### src/rtl/result_digit_emitter_pkg.sv
// Shared definitions for the binary-to-decimal digit emitter.
// State encoding, decimal constants and small digit helpers.
package result_digit_emitter_pkg;

  typedef enum logic [2:0] {
    S_IDLE   = 3'd0,
    S_CONV   = 3'd1,
    S_EMIT_H = 3'd2,
    S_EMIT_T = 3'd3,
    S_EMIT_O = 3'd4,
    S_DONE   = 3'd5
  } state_t;

  localparam logic [7:0] ASCII_ZERO = 8'h30;
  localparam logic [7:0] DEC_TEN    = 8'd10;
  localparam logic [7:0] DEC_HUND   = 8'd100;

  function automatic state_t emit_next(input state_t s);
    unique case (s)
      S_EMIT_H: emit_next = S_EMIT_T;
      S_EMIT_T: emit_next = S_EMIT_O;
      default:  emit_next = S_DONE;
    endcase
  endfunction

  function automatic logic [3:0] pick_digit(
    input state_t     s,
    input logic [3:0] h,
    input logic [3:0] t,
    input logic [3:0] o
  );
    unique case (s)
      S_EMIT_H: pick_digit = h;
      S_EMIT_T: pick_digit = t;
      default:  pick_digit = o;
    endcase
  endfunction

  function automatic logic [7:0] digit_char(
    input logic [3:0] d,
    input logic       ascii
  );
    digit_char = ascii ? ASCII_ZERO + {4'd0, d} : {4'd0, d};
  endfunction

endpackage

### src/rtl/result_digit_emitter_split.sv
// Repeated-subtraction split of an 8-bit value into decimal digits.
// One subtraction per step; fin flags that the remainder is the ones digit.
module dec_digit_split
  import result_digit_emitter_pkg::*;
(
  input  logic       clk,
  input  logic       rst,
  input  logic       load,
  input  logic [7:0] load_val,
  input  logic       step,
  output logic [3:0] hund,
  output logic [3:0] tens,
  output logic [3:0] ones,
  output logic       fin
);

  logic [7:0] rem_q, rem_d;
  logic [3:0] hund_q, hund_d;
  logic [3:0] tens_q, tens_d;
  logic [3:0] ones_q, ones_d;

  always_comb begin
    rem_d  = rem_q;
    hund_d = hund_q;
    tens_d = tens_q;
    ones_d = ones_q;
    if (load) begin
      rem_d  = load_val;
      hund_d = 4'd0;
      tens_d = 4'd0;
      ones_d = 4'd0;
    end else if (step) begin
      if (rem_q >= DEC_HUND) begin
        rem_d  = rem_q - DEC_HUND;
        hund_d = hund_q + 4'd1;
      end else if (rem_q >= DEC_TEN) begin
        rem_d  = rem_q - DEC_TEN;
        tens_d = tens_q + 4'd1;
      end else begin
        ones_d = rem_q[3:0];
      end
    end
  end

  always_ff @(posedge clk) begin
    if (rst) begin
      rem_q  <= 8'd0;
      hund_q <= 4'd0;
      tens_q <= 4'd0;
      ones_q <= 4'd0;
    end else begin
      rem_q  <= rem_d;
      hund_q <= hund_d;
      tens_q <= tens_d;
      ones_q <= ones_d;
    end
  end

  assign hund = hund_q;
  assign tens = tens_q;
  assign ones = ones_q;
  assign fin  = rem_q < DEC_TEN;

endmodule

### src/rtl/result_digit_emitter.sv
// Converts an 8-bit result to decimal digits, MSD first, over a
// valid/ready link with leading-zero suppression.
module result_digit_emitter
  import result_digit_emitter_pkg::*;
#(
  parameter int ASCII_OUT = 1
) (
  input  logic       clk,
  input  logic       rst,
  input  logic [7:0] in,
  input  logic       start,
  input  logic       out_ready,
  output logic [7:0] out,
  output logic       out_valid,
  output logic       out_last,
  output logic       busy,
  output logic       done
);

  localparam logic ASC = (ASCII_OUT != 0);

  state_t     state_q, state_d, nxt;
  logic [7:0] out_q, out_d;
  logic       out_valid_q, out_valid_d;
  logic       out_last_q, out_last_d;
  logic       load, step, fin;
  logic [3:0] hund, tens, ones;

  dec_digit_split u_split (
    .clk      (clk),
    .rst      (rst),
    .load     (load),
    .load_val (in),
    .step     (step),
    .hund     (hund),
    .tens     (tens),
    .ones     (ones),
    .fin      (fin)
  );

  always_comb begin
    state_d     = state_q;
    out_d       = out_q;
    out_valid_d = out_valid_q;
    out_last_d  = out_last_q;
    load        = 1'b0;
    step        = 1'b0;
    nxt         = emit_next(state_q);
    unique case (state_q)
      S_IDLE: begin
        if (start) begin
          load    = 1'b1;
          state_d = S_CONV;
        end
      end
      S_CONV: begin
        step = 1'b1;
        if (fin) begin
          if (hund != 4'd0)      state_d = S_EMIT_H;
          else if (tens != 4'd0) state_d = S_EMIT_T;
          else                   state_d = S_EMIT_O;
        end
      end
      S_EMIT_H, S_EMIT_T, S_EMIT_O: begin
        // first cycle in an emit state loads the register; later
        // transfers preload the following digit to keep full rate
        if (!out_valid_q) begin
          out_valid_d = 1'b1;
          out_last_d  = (state_q == S_EMIT_O);
          out_d = digit_char(pick_digit(state_q, hund, tens, ones), ASC);
        end else if (out_ready) begin
          state_d     = nxt;
          out_valid_d = (nxt != S_DONE);
          out_last_d  = (nxt == S_EMIT_O);
          out_d = (nxt == S_DONE) ? 8'd0 :
                  digit_char(pick_digit(nxt, hund, tens, ones), ASC);
        end
      end
      S_DONE:  state_d = S_IDLE;
      default: state_d = S_IDLE;
    endcase
  end

  always_ff @(posedge clk) begin
    if (rst) begin
      state_q     <= S_IDLE;
      out_q       <= 8'd0;
      out_valid_q <= 1'b0;
      out_last_q  <= 1'b0;
    end else begin
      state_q     <= state_d;
      out_q       <= out_d;
      out_valid_q <= out_valid_d;
      out_last_q  <= out_last_d;
    end
  end

  assign out       = out_q;
  assign out_valid = out_valid_q;
  assign out_last  = out_last_q;
  assign busy      = (state_q != S_IDLE);
  assign done      = (state_q == S_DONE);

endmodule

### config.mk
export PLATFORM = sky130hd
export DESIGN_NAME = result_digit_emitter
export DESIGN_NICKNAME = d
export VERILOG_FILES = /design/src/rtl/result_digit_emitter_pkg.sv /design/src/rtl/result_digit_emitter_split.sv /design/src/rtl/result_digit_emitter.sv
export SDC_FILE = /design/constraint.sdc
export NUM_CORES = 1
export LEC_CHECK = 0
export ABC_AREA = 1
export CORE_MARGIN = 2
export CORE_UTILIZATION = 56
export CTS_CLUSTER_SIZE = 10
export DETAILED_ROUTE_END_ITERATION = 8
export PLACE_DENSITY = 0.85
export SYNTH_ARGS = -nofsm -noshare
export SYNTH_HDL_FRONTEND = slang
export SYNTH_HIERARCHICAL = 1
export SYNTH_SLANG_ARGS = --single-unit
### constraint.sdc
create_clock -name clk -period 1.76 [get_ports clk]
set_input_delay 0.264 -clock clk [delete_from_list [all_inputs] [get_ports clk]]
set_output_delay 0.264 -clock clk [all_outputs]
set_load 0.05 [all_outputs]
==> results of run 1 <==
==> power breakdown <==
group | switching [W] | leakage [nW] | internal (W) | total (W)
clock | 0.000288 | 0.0714 | 0.000604 | 0.000892
sequential | 0.000233 | 0.246 | 0.000898 | 0.00113
combinational | 0.00203 | 0.908 | 0.00126 | 0.00329
total | 0.00255 | 1.23 | 0.00276 | 0.00531
==> what timing repair did <==
item	4_1_cts	5_1_grt
gates resized for setup	0	6
buffers inserted	0	6
setup endpoints to repair	0	18
==> cell families (layout without fill, tap and decap cells) <==
family | Yosys count | count (layout) | share of synthesized area, %
simple gates | 173 | 173 | 40.69
buf+inv | 52 | 90 | 11.36
compound gates | 48 | 48 | 13.39
flops | 30 | 30 | 28.55
fa+ha+maj | 7 | 7 | 4.164
xor+xnor | 4 | 4 | 1.666
other cells | 1 | 2 | 0.1783
==> registers in the layout (all words and copies together) (netlist names) <==
register       flops
u_split/tens       4
out_last           1
u_split/hund       4
u_split/rem_q      8
out                5
u_split/ones       4
state_q            3
out_valid          1
==> per-stage QoR <==
stage / total power [W] / cells / setup TNS [ps]
global route: 0.005660 / 402 / -11.97
CTS: 0.005043 / 396 / 0
detailed placement: 0.004116 / 388 / -175.6
global placement: 0.004043 / 388 / -61.70
floorplan: 0.003408 / 316 / 0
finish: 0.005313 / 402 / 0
==> routing by layer <==
layer / routed length [um] / up-vias
met5: 0 / -
met4: 149 / 0
met3: 378 / 19
met2: 2435 / 102
met1: 2349 / 1001
li1: - / 1071
==> cell usage in the layout, fill, tap and decap left out, drive strengths merged <==
cell type,synthesis,final
a21oi,21,21
a31oi,1,1
a41oi,1,1
buf,7,20
bufinv,0,2
clkbuf,1,6
clkdlybuf4s50,0,18
clkinv,2,2
clkinvlp,0,1
conb,1,2
dfxtp,30,30
ha,7,7
inv,42,41
nand2,85,85
nand3,24,24
nand4,4,4
nor2,51,51
nor3,6,6
o211ai,2,2
o21ai,22,22
o22ai,1,1
or2,3,3
xor2,4,4
==> area by class of cell <==
cell class                      instances  area share, %
Clock buffer                            6          3.131
Tap cell                               48          2.277
Clock inverter                          2          2.277
Inverter                               44          6.736
Timing Repair Buffer                   38          14.09
Sequential cell                        30          22.82
Multi-Input combinational cell        234          48.67
==> worst paths after layout <==
kind                    start               end  slack [ps]  depth (start not counted)
min                    out[4]            out[4]         470                          2
max reg2reg  u_split/rem_q[2]  u_split/rem_q[6]          50                         11
min reg2reg            out[4]            out[4]         470                          2
max                    out[4]            out[5]          40                          1
==> flow_summary.json, run 1 <==
{
  "run_status": "finished, final reports clean",
  "synth_edf_count": 0,
  "crit_path_end_kind": "primary output",
  "num_antenna_cells": 0,
  "hold_path_class": "register to register",
  "core_area_um2": 3633,
  "hold_viol": 0,
  "irDropWorstVdd_uv": 972.9,
  "crit_path_max_fanout": 3,
  "path_buf_inv": 1,
  "synthDominantCellAreaShare_pct": 28.55,
  "die_h_um": 65.29,
  "cp_data_required_time_ps": 1500,
  "yosys-top-cells-count": "75 x nand2_1, 43 x nor2_1, 35 x inv_1",
  "ant_nets": 0,
  "period_minus_slack_ps": 1720,
  "totalWireLength_um": 5312,
  "grt_pass1_vias": 1896,
  "crit_path_max_incr_delay_ps": 810,
  "powerDensity_nw_per_um2": 2014,
  "synthArstFlopShare_pct": 0,
  "wl_per_cell_um": 13.21,
  "slowest_stage": "clkdlybuf4s50_1",
  "layout-drive-gt1-share_pct": 20.90,
  "final_util_pct": 72.59,
  "finalMaxSlewViolations": 0,
  "io_pins": 24,
  "gr-total-overflow": 0,
  "slew_headroom_pct": 66.67,
  "cts_tree": "yes",
  "use_met3_pct": 6.336,
  "tightest_slew_ps": 498.4,
  "leakagePower_nw": 1.226,
  "dr.pass1.iters": 5,
  "met1_usage_pct": 33.83,
  "via_per_inst": 5.455,
  "finalInstanceArea_um2": 2638,
  "setup_slack_ps": 40.33,
  "ff_latch_area_um2": 601.8,
  "ys_ff_latch": 30,
  "crit_type": "register to primary output",
  "syn2layout_area_growth_pct": 25.40,
  "drt-initial-drc-count": 265,
  "clkSinkCount": 30,
  "critPathTopFamily": "buffers and inverters",
  "grt_use_met2_pct": 40.94,
  "synth-main-ff-cell": "dfxtp_1",
  "whs_ps": 469.3,
  "synth_area_per_cell_um2": 6.677,
  "cts_made_buffers": 5,
  "grt_start_max_net_pins": 14,
  "ys_seq_area_share_pct": 28.55,
  "initial_core_util_pct": 57.89,
  "rows": 22,
  "drcViolationCount": 0,
  "busiest_layer": "met2",
  "place_congestion": 0.9973,
  "synth-warning-count": 6,
  "final_nets": 372,
  "yosysMostFrequentCell": "nand2_1",
  "cp_data_arrival_time_ps": 1460,
  "ys_types": 38,
  "dp_hpwl_um": 3550,
  "multi_input_area_um2": 1284,
  "worstSkewPairLatency_ps": 300,
  "dp_slack_ps": -70.54,
  "max-cap-violations": 0,
  "clk_path_buf_depth": 2,
  "hold_buffers": 0,
  "grt_pass1_wl_um": 8487,
  "synthCells": 315,
  "grt.total_usage_pct": 25.79,
  "max_clock_freq_mhz": 581.5,
  "period_share_pct": 97.71,
  "antenna_found_initial": 0,
  "dpl-instance-area_um2": 2420,
  "yosys-top-cells-area": "dfxtp_1 29%, nand2_1 13%, nor2_1 7.7%, inv_1 6.2%, nand3_1 4.5%",
  "dr_total_vias": 2193,
  "clk_pin_slew_ps": 70,
  "io_buffers": 21,
  "clockRootBuffer": "clkbuf_8",
  "synth_top_area_cell": "dfxtp_1",
  "die_x_um": 65.29,
  "path_cells": "clkdlybuf4s50_1",
  "skew_ps": 8.105,
  "htreeDepth": 2,
  "start_kind": "register",
  "setup_viol": 0,
  "num-fill-cells": 279,
  "die_area_um2": 4262,
  "synthesis.area_um2": 2103
}
No activity file was read; power rests on OpenSTA's default activity.
==> inputs of run 2 (changes only) <==
--- a/config.mk
+++ b/config.mk
@@ -6,11 +6,12 @@
 export NUM_CORES = 1
 export LEC_CHECK = 0
 export ABC_AREA = 1
+export CAP_MARGIN = 15
 export CORE_MARGIN = 2
-export CORE_UTILIZATION = 56
+export CORE_UTILIZATION = 45
 export CTS_CLUSTER_SIZE = 10
 export DETAILED_ROUTE_END_ITERATION = 8
-export PLACE_DENSITY = 0.85
+export PLACE_DENSITY = 0.71
 export SYNTH_ARGS = -nofsm -noshare
 export SYNTH_HDL_FRONTEND = slang
 export SYNTH_HIERARCHICAL = 1
==> run 2 against run 1 <==
  * Clock power fell by 22%
  * Combinational power fell by 7.6%
  * Register-to-register slack improved by 50 ps
  * Wire length fell by 14%
  * Clock skew barely moved
  * Critical endpoint is now out[4]
  * Total power fell by 8.6%
  * Maximum frequency rose by 1.6%
  * Critical path depth did not move
  * Utilization fell by 15 points
  * Cell area fell by 3.2%
  * Non-clock buffer count fell by 5
  * Sequential share of layout area rose by 0.90 points
==> flow_summary.json, run 2 (synthesized netlist as in run 1, its figures left out) <==
{
  "path_buf_inv": 1,
  "htreeDepth": 2,
  "grt_pass1_vias": 1727,
  "die_area_um2": 5237,
  "num_antenna_cells": 0,
  "critPathTopFamily": "buffers and inverters",
  "worstSkewPairLatency_ps": 280,
  "dr.pass1.iters": 4,
  "start_kind": "register",
  "path_cells": "clkdlybuf4s50_1",
  "slew_headroom_pct": 66.69,
  "wl_per_cell_um": 11.41,
  "ant_nets": 0,
  "largest_reg_flops": 8,
  "period_share_pct": 96.21,
  "antenna_found_initial": 0,
  "drcViolationCount": 0,
  "swShare_pct": 49.37,
  "crit_type": "register to primary output",
  "skew_ps": 8.332,
  "clk_path_buf_depth": 2,
  "grt_start_max_net_pins": 14,
  "clkSinkCount": 30,
  "leakagePower_nw": 1.179,
  "crit_path_max_incr_delay_ps": 800,
  "totalWireLength_um": 4575,
  "period_minus_slack_ps": 1693,
  "core_area_um2": 4414,
  "clk_pin_slew_ps": 70,
  "power_w": 0.004854,
  "hold_path_class": "register to register",
  "share_comb_of_total_power_pct": 62.5,
  "max-cap-violations": 0,
  "cts_made_buffers": 5,
  "internal_power_w": 0.002458,
  "min_from": "out[4]",
  "via_per_inst": 4.990,
  "cp_data_required_time_ps": 1500,
  "finalMaxSlewViolations": 0,
  "drt-initial-drc-count": 91,
  "p_clk_share_pct": 14.3,
  "largest-register": "u_split/rem_q",
  "die_h_um": 72.37,
  "setup_viol": 0,
  "rows": 24,
  "dp_hpwl_um": 3488,
  "clockRootBuffer": "clkbuf_8",
  "layout_common_cells": "74 x nand2_1, 42 x nor2_1, 34 x inv_1",
  "powerDensity_nw_per_um2": 1901,
  "dp_cells": 389,
  "crit_path_end_kind": "primary output",
  "p_switching_w": 0.002397,
  "initial_core_util_pct": 47.65,
  "final_nets": 367,
  "num-fill-cells": 438,
  "seq_power_share_pct": 23.2,
  "final_common_cell": "nand2_1",
  "crit_path_max_fanout": 3,
  "rr_startpoint": "u_split/rem_q[2]",
  "run_status": "finished, final reports clean",
  "io_buffers": 21,
  "layout-drive-gt1-share_pct": 19.48,
  "syn2layout_area_growth_pct": 21.42,
  "max_clock_freq_mhz": 590.6,
  "place_congestion": 0.8675,
  "cts_tree": "yes",
  "rsz0062_at_grt": "true",
  "gr-total-overflow": 0,
  "hold_buffers": 0,
  "die_x_um": 72.37,
  "startpoint": "out[4]",
  "grt.total_usage_pct": 18.74,
  "io_pins": 24,
  "cp_data_arrival_time_ps": 1430,
  "hold_viol": 0,
  "tightest_slew_ps": 498.1,
  "dr_total_vias": 2001,
  "grt_pass1_wl_um": 7755,
  "stdcell_count": 401,
  "slowest_stage": "clkdlybuf4s50_1",
  "irDropWorstVdd_uv": 825.3
}
run 2: area by class of cell:
class                      count  area (um^2)  share of cell area (%)
tap                           52        65.06                   2.548
multi-input combinational    234         1284                   50.27
inverter                      44        177.7                   6.957
sequential                    30        605.6                   23.71
clock buffer                   7        76.32                   2.989
timing repair buffer          33        315.3                   12.35
clock inverter                 1        30.03                   1.176
run 2: path summary, 6_finish.rpt:
| kind | endpoint | slack, ps | cells after the start |
|---|---|---|---|
| max | out[4] | 70 | 1 |
| min | out[4] | 460 | 2 |
| max reg2reg | state_q[2] | 100 | 10 |
| min reg2reg | out[4] | 460 | 2 |
run 2: power by group through the flow:
| stage | combinational (W) | clock, W | sequential [W] |
|---|---|---|---|
| after floorplan | 0.00209 | 0 | 0.00132 |
| after global placement | 0.00291 | 0 | 0.00112 |
| after detailed placement | 0.00295 | 0 | 0.00113 |
| after CTS | 0.00296 | 0.000707 | 0.00111 |
| after global routing | 0.00336 | 0.000737 | 0.00116 |
| final | 0.00304 | 0.000694 | 0.00112 |
run 2: through the flow:
| stage | utilization (%) | worst slack (ps) | instance area [um^2] | hold WS [ps] | setup TNS (ps) |
|---|---|---|---|---|---|
| finish | 57.85 | 66.72 | 2554 | 462.7 | 0 |
| global route | 57.85 | -26.40 | 2554 | 510.2 | -30.96 |
| CTS | 56.77 | 15.62 | 2506 | 464.2 | 0 |
| detailed placement | 54.37 | -38.20 | 2400 | 453.2 | -102.9 |
| global placement | 54.37 | -4.839 | 2400 | 451.7 | -4.839 |
| floorplan | - | 141.3 | 2115 | 333.1 | 0 |
run 2: repair_timing:
| item | 4_1_cts | 5_1_grt |
|---|---|---|
| setup endpoints to repair | 0 | 21 |
| setup buffers | 0 | 4 |
| resized for setup | 0 | 6 |
run 2: per-layer routing:
metal  global-route usage (%)  wire length (um)
met5                        0                 0
met4                    5.031                49
met3                    4.167               192
met2                    29.15              2069
met1                    26.13              2264
